--- src/rtl/counter_cmd_pkg.sv ---
// Shared types for the counter command sequencer: opcodes, FSM states,
// the queued command record and the step-count helper.
package counter_cmd_pkg;

   localparam int ARG_W = 8;

   typedef enum logic [1:0] {
      OP_HOLD = 2'b00,
      OP_LOAD = 2'b01,
      OP_UP   = 2'b10,
      OP_DOWN = 2'b11
   } cmd_op_t;

   typedef enum logic [1:0] {
      ST_IDLE,
      ST_LOAD,
      ST_RUN
   } seq_state_t;

   typedef struct packed {
      cmd_op_t          op;
      logic [ARG_W-1:0] arg;
   } cmd_t;

   // A repeat count of zero still does one cycle of work.
   function automatic logic [ARG_W-1:0] steps_of(input logic [ARG_W-1:0] n);
      return (n == '0) ? ARG_W'(1) : n;
   endfunction

endpackage

--- src/rtl/cmd_fifo.sv ---
// Synchronous command FIFO of cmd_t with full/empty flags and occupancy.
// Ports: clk, rst_ (async low), push/wr_data, pop/rd_data, full, empty, count.
module cmd_fifo
   import counter_cmd_pkg::*;
#(
   parameter int DEPTH = 4
) (
   input  logic                       clk,
   input  logic                       rst_,
   input  logic                       push,
   input  cmd_t                       wr_data,
   input  logic                       pop,
   output cmd_t                       rd_data,
   output logic                       full,
   output logic                       empty,
   output logic [$clog2(DEPTH+1)-1:0] count
);

   localparam int AW = $clog2(DEPTH);
   localparam int CW = $clog2(DEPTH+1);

   cmd_t          mem [DEPTH];
   logic [AW-1:0] wr_ptr;
   logic [AW-1:0] rd_ptr;
   logic          do_push;
   logic          do_pop;

   assign full    = (count == CW'(DEPTH));
   assign empty   = (count == '0);
   assign do_push = push && !full;
   assign do_pop  = pop && !empty;
   assign rd_data = mem[rd_ptr];

   always_ff @(posedge clk or negedge rst_) begin
      if (!rst_) begin
         wr_ptr <= '0;
         rd_ptr <= '0;
         count  <= '0;
      end else begin
         if (do_push) wr_ptr <= wr_ptr + 1'b1;
         if (do_pop)  rd_ptr <= rd_ptr + 1'b1;
         count <= count + CW'(do_push) - CW'(do_pop);
      end
   end

   always_ff @(posedge clk) begin
      if (do_push) mem[wr_ptr] <= wr_data;
   end

endmodule

--- src/rtl/counter_cmd_seq.sv ---
// Expands queued HOLD/LOAD/UP/DOWN commands into up/down counter controls.
// Ports: clk, rst_, cmd_valid/ready/op/arg in; ld_cnt_, updn_cnt,
// count_enb, data_in, busy, done out (all counter-facing outputs registered).
module counter_cmd_seq
   import counter_cmd_pkg::*;
#(
   parameter int DEPTH = 4,
   parameter int WIDTH = 8
) (
   input  logic             clk,
   input  logic             rst_,
   input  logic             cmd_valid,
   output logic             cmd_ready,
   input  logic [1:0]       cmd_op,
   input  logic [WIDTH-1:0] cmd_arg,
   output logic             ld_cnt_,
   output logic             updn_cnt,
   output logic             count_enb,
   output logic [WIDTH-1:0] data_in,
   output logic             busy,
   output logic             done
);

   cmd_t                       wr_cmd;
   cmd_t                       head;
   logic                       full;
   logic                       empty;
   logic [$clog2(DEPTH+1)-1:0] count;
   logic                       take;
   logic                       last;
   logic [WIDTH-1:0]           steps;

   seq_state_t       state, state_n;
   logic [WIDTH-1:0] step, step_n;
   logic [WIDTH-1:0] data_q, data_n;
   logic             ld_q, ld_n;
   logic             enb_q, enb_n;
   logic             updn_q, updn_n;
   logic             done_q, done_n;

   assign wr_cmd    = '{op: cmd_op_t'(cmd_op), arg: ARG_W'(cmd_arg)};
   assign cmd_ready = !full;

   cmd_fifo #(.DEPTH(DEPTH)) u_fifo (
      .clk     (clk),
      .rst_    (rst_),
      .push    (cmd_valid),
      .wr_data (wr_cmd),
      .pop     (take),
      .rd_data (head),
      .full    (full),
      .empty   (empty),
      .count   (count)
   );

   // The current cycle is the final action of its command; the next
   // command may be popped on the same edge so there is no bubble.
   assign last  = (state == ST_LOAD) ||
                  (state == ST_RUN && step == WIDTH'(1));
   assign take  = !empty && (state == ST_IDLE || last);
   assign steps = WIDTH'(steps_of(head.arg));

   always_comb begin
      state_n = state;
      step_n  = step;
      data_n  = data_q;
      ld_n    = 1'b1;
      enb_n   = enb_q;
      updn_n  = updn_q;
      done_n  = 1'b0;
      if (take) begin
         unique case (head.op)
            OP_LOAD: begin
               state_n = ST_LOAD;
               ld_n    = 1'b0;
               data_n  = WIDTH'(head.arg);
               enb_n   = 1'b0;
               done_n  = 1'b1;
            end
            OP_UP, OP_DOWN: begin
               state_n = ST_RUN;
               step_n  = steps;
               enb_n   = 1'b1;
               updn_n  = (head.op == OP_UP);
               done_n  = (steps == WIDTH'(1));
            end
            OP_HOLD: begin
               state_n = ST_RUN;
               step_n  = steps;
               enb_n   = 1'b0;
               done_n  = (steps == WIDTH'(1));
            end
         endcase
      end else if (last || state == ST_IDLE) begin
         state_n = ST_IDLE;
         enb_n   = 1'b0;
      end else begin
         step_n = step - 1'b1;
         done_n = (step == WIDTH'(2));
      end
   end

   always_ff @(posedge clk or negedge rst_) begin
      if (!rst_) begin
         state  <= ST_IDLE;
         step   <= '0;
         data_q <= '0;
         ld_q   <= 1'b1;
         enb_q  <= 1'b0;
         updn_q <= 1'b0;
         done_q <= 1'b0;
      end else begin
         state  <= state_n;
         step   <= step_n;
         data_q <= data_n;
         ld_q   <= ld_n;
         enb_q  <= enb_n;
         updn_q <= updn_n;
         done_q <= done_n;
      end
   end

   assign ld_cnt_   = ld_q;
   assign count_enb = enb_q;
   assign updn_cnt  = updn_q;
   assign data_in   = data_q;
   assign done      = done_q;
   assign busy      = (state != ST_IDLE) || (count != '0);

endmodule

--- config.mk ---
export PLATFORM = sky130hd
export DESIGN_NAME = counter_cmd_seq
export DESIGN_NICKNAME = d
export VERILOG_FILES = /design/src/rtl/counter_cmd_pkg.sv /design/src/rtl/cmd_fifo.sv /design/src/rtl/counter_cmd_seq.sv
export SDC_FILE = /design/constraint.sdc
export NUM_CORES = 1
export LEC_CHECK = 0
export ABC_AREA = 1
export CAP_MARGIN = 30
export CORE_MARGIN = 2
export CORE_UTILIZATION = 41
export DETAILED_ROUTE_END_ITERATION = 12
export GPL_ROUTABILITY_DRIVEN = 0
export PLACE_DENSITY = 0.69
export SLEW_MARGIN = 30
export SYNTH_ARGS = -nofsm -noshare
export SYNTH_HDL_FRONTEND = slang
export SYNTH_SLANG_ARGS = --single-unit
export TNS_END_PERCENT = 1
--- constraint.sdc ---
create_clock -name clk -period 2.8 [get_ports clk]
set_clock_uncertainty 0.15 [all_clocks]
set_input_delay 0.84 -clock clk [delete_from_list [all_inputs] [get_ports clk]]
set_output_delay 0.84 -clock clk [all_outputs]
set_load 0.005 [all_outputs]
==> key figures <==
Clock network
  • CTS tree: built
  • Number of buffers added by the clock tree synthesis step: 9
  • Total number of H-tree levels: 3
  • Number of sinks handled by clock tree synthesis: between 60 and 70
  • Clk slew on worst S/H paths: 0.07 ns
  • Later-pin clock latency in the skew report: roughly 0.36 ns
  • Maximum count of clock buffers along a single path: 2
  • Quantity of gates resized following cts: 0
  • Hold buffers post-CTS: 0
  • CTS Root Cell: clkbuf_8
  • Post-CTS Setup Bufs: 0

Setup path
  • Maximum single-stage delay on the critical path: 0.46 ns
  • Chain of cells forming the critical path: nor2_1 > nand4_1 > clkdlybuf4s50_1
  • Worst R2R Start: step[1]
  • Path type of the worst setup path: flop to primary output
  • Startpoint kind of the worst setup timing path: flop
  • Maximum fanout along the worst path: 3
  • R2r worst-path depth: 13
  • Reg2reg end: u_fifo.count[2]
  • Worst EP required: 1.81 ns
  • Standard cell with the maximum stage delay on the critical path: clkdlybuf4s50_1
  • Worst reg2reg setup slack: 0.33 ns
  • Endpoint type of the worst setup path: primary output
  • Critical path data arrival time: around 1.5 ns

Routing
  • Routed Antenna Nets: 0
  • Drt wl/cell: 13.4 µm
  • Total DRC errors in the routed layout: 0
  • 1st-pass router iterations: 4
  • Number of violations reported at the end of detailed-routing iteration 0: about 110
  • WL final: 6090 µm
  • Vias after detailed routing: 2126
  • Via density per instance: 4.68

Synthesis
  • Adder-cell share of the synthesized area: 4.10%
  • Share of the synthesized area in compound gates (AO/OA/AOI/OAI): between 5 and 6%
  • Post-Syn Instances: ~310
  • Simple-gate portion of the synthesized area: 22.9%
  • Nets in the synthesized netlist: 335
  • Combinational family with the most area after synthesis: simple AND/OR/NAND/NOR gates
  • Synth Area in XOR/XNOR: 1.35%
  • Mux cell area share after synthesis: 0%
  • Warnings from Yosys: 0
  • Register area share after synthesis: between 50% and 60%
  • Post-synthesis cell area: approximately 3200 µm²
  • Number of register bits inferred by synthesis: 69
  • Average instance area after synthesis: 10.4 µm²
  • Distinct cell type count after synthesis: 28

Floorplan
  • Starting density of the core: 42.1%
  • Number of cell rows: 32
  • Area of the placeable core: ~7700 µm²
  • Die Span X: 92.9 µm
  • Die Height: around 93 µm
  • Top-level port count: 27
  • DIE AREA: 8620 µm²

Placed design
  • HPWL after DPL: 4220 µm
  • Worst slack at placement: around 0.24 ns
  • Number of port buffers: 26
  • # placed instances: ~440
  • Post-place instance area: 3590 µm²

STA
  • Final setup vio count: 0
  • Final worst path period need: about 2.5 ns
  • Final max-slew violation count: 0
  • Accumulated negative setup slack: 0 ns
  • Slew at the pin closest to its max-slew limit: 0.410 ns
  • RSZ-0062 raised after global routing: no
  • Fmax: roughly 400 MHz
  • Hold Violations, Final: 0
  • Setup slack after layout: 0.287 ns
  • Slew margin rel.: 72.7%
  • Final cycle utilization of the critical path: 89.7%

GRT
  • Maximum number of pins on one net before global-route repair: 30
  • First-pass GRT wire length: 9930 µm
  • Global router's overall resource usage: 15.4%
  • Number of global-route vias before repair: 2086
  • Overflow left after global routing: 0
  • Antenna violations before repair: 0

Worst hold path
  • Cell depth of the worst hold path: 2
  • Hold worst-path end: data_in[5]
  • Launch point of the worst hold path: data_in[5]
  • HP Class: flop to flop

Pwr
  • Worst ir drop on vdd: 0.000474 V
  • LEAKAGE: 1.68 nW
  • Power Dens Cells: 1000 nW/µm²

Final layout
  • Count of antenna diodes in the layout: 0
  • Share of layout cells above drive strength 1: 16.8%
  • Final cell utilization of the core: 49.3%
  • # nets final: 370
  • Multi-input gate area: ~1100 µm²
  • Fill cell total of the finished layout: 743
  • Area Overhead vs Synth: 17.0%
  • Footprint of the flip-flops and latches: 1930 µm²
  • Cell area after layout: 3790 µm²
  • Layout Cells excl Fill: 454

Outcome
  • Status: finished clean

Flow run
  • Max Cap Viol: 0
==> critical path, delay by kind of cell (launching register included) <==
| family | cells | cell delay [ns] |
|---|---|---|
| simple gates | 2 | 0.30 |
| flops | 1 | 0.41 |
| buf+inv | 1 | 0.46 |
==> how the worst max path moves through the flow <==
stage | start | end | slack, ns
after CTS | u_fifo.count[1] | busy | 0.26
after global placement | cmd_valid | u_fifo.count[2] | 0.28
after detailed placement | cmd_valid | u_fifo.count[2] | 0.24
after floorplan | step[1] | u_fifo.count[2] | 0.44
after global routing | u_fifo.count[1] | busy | 0.14
final | u_fifo.count[1] | busy | 0.29
==> final cells by class <==
class	count	area share, %
clock inverter	7	1.95
inverter	33	3.34
clock buffer	9	3.27
timing repair buffer	33	8.26
sequential	69	50.9
multi-input combinational	201	28.9
tap	102	3.37
==> flip-flops by register name, indices dropped and copies added, names as in the netlist <==
name / cells
state: 2
step: 8
data_in: 8
u_fifo.count: 3
count_enb: 1
u_fifo.wr_ptr: 2
u_fifo.rd_ptr: 2
ld_cnt_: 1
u_fifo.mem: 40
done: 1
updn_cnt: 1
==> cell usage in the layout, fill, tap and decap left out, drive strengths merged <==
cell type	instances
nand4	2
nand3	31
clkinvlp	1
edfxtp	40
fa	1
bufinv	1
xor2	4
ha	9
a31o	1
buf	7
xnor2	1
nor2	29
clkbuf	9
o211ai	2
nand2	99
dfrtp	28
dfstp	1
o21ai	21
clkinv	3
inv	35
o21a	1
clkdlybuf4s50	26
==> cell usage after synthesis <==
cell	number	area, µm²
o21ai_0	8	40.0
inv_1	27	101
xor2_1	4	35.0
ha_1	9	113
dfstp_2	1	26.3
nand2_2	8	50.1
edfxtp_1	40	1200
o21ai_1	5	25.0
dfrtp_1	28	701
nand3_2	4	40.0
nor2_8	1	20.0
buf_4	2	15.0
nand4_1	2	12.5
buf_6	6	67.6
xnor2_1	1	8.76
nand2_1	87	327
nand2_4	4	45.0
inv_2	5	18.8
inv_4	1	6.26
o21ai_2	8	70.1
nand3_1	27	135
a31o_2	1	8.76
nor2_1	27	101
o211ai_2	2	25.0
fa_1	1	20.0
nor2_4	1	11.3
buf_2	1	5.00
o21a_1	1	7.51
==> cells by family after synthesis <==
kind of cell / after synthesis
AOI/OAI and AO/OA: 25
xor gates and xnor gates: 5
adders and majority gates: 10
buffers and inverters: 42
DFF: 69
and+or+nand+nor: 161
==> routing by layer <==
metal | wire length, µm | global-route usage, %
met1 | 2710 | 18.6
met2 | 3030 | 24.9
met3 | 255 | 5.29
met4 | 92 | 6.99
met5 | 0 | 0
==> power breakdown <==
group          switching [mW]  internal (mW)  total, mW
Sequential              0.189           1.38       1.57
Combinational           0.880          0.544       1.42
Clock                   0.393          0.415      0.808
Total                    1.46           2.34       3.80
==> metrics by stage <==
step,power (mW),hold slack (ns)
after floorplan,2.61,0.315
after global placement,2.98,0.315
after detailed placement,3.03,0.321
after CTS,3.84,0.339
after global routing,4.09,0.356
final,3.80,0.336
(Power assumes the default switching activity.)
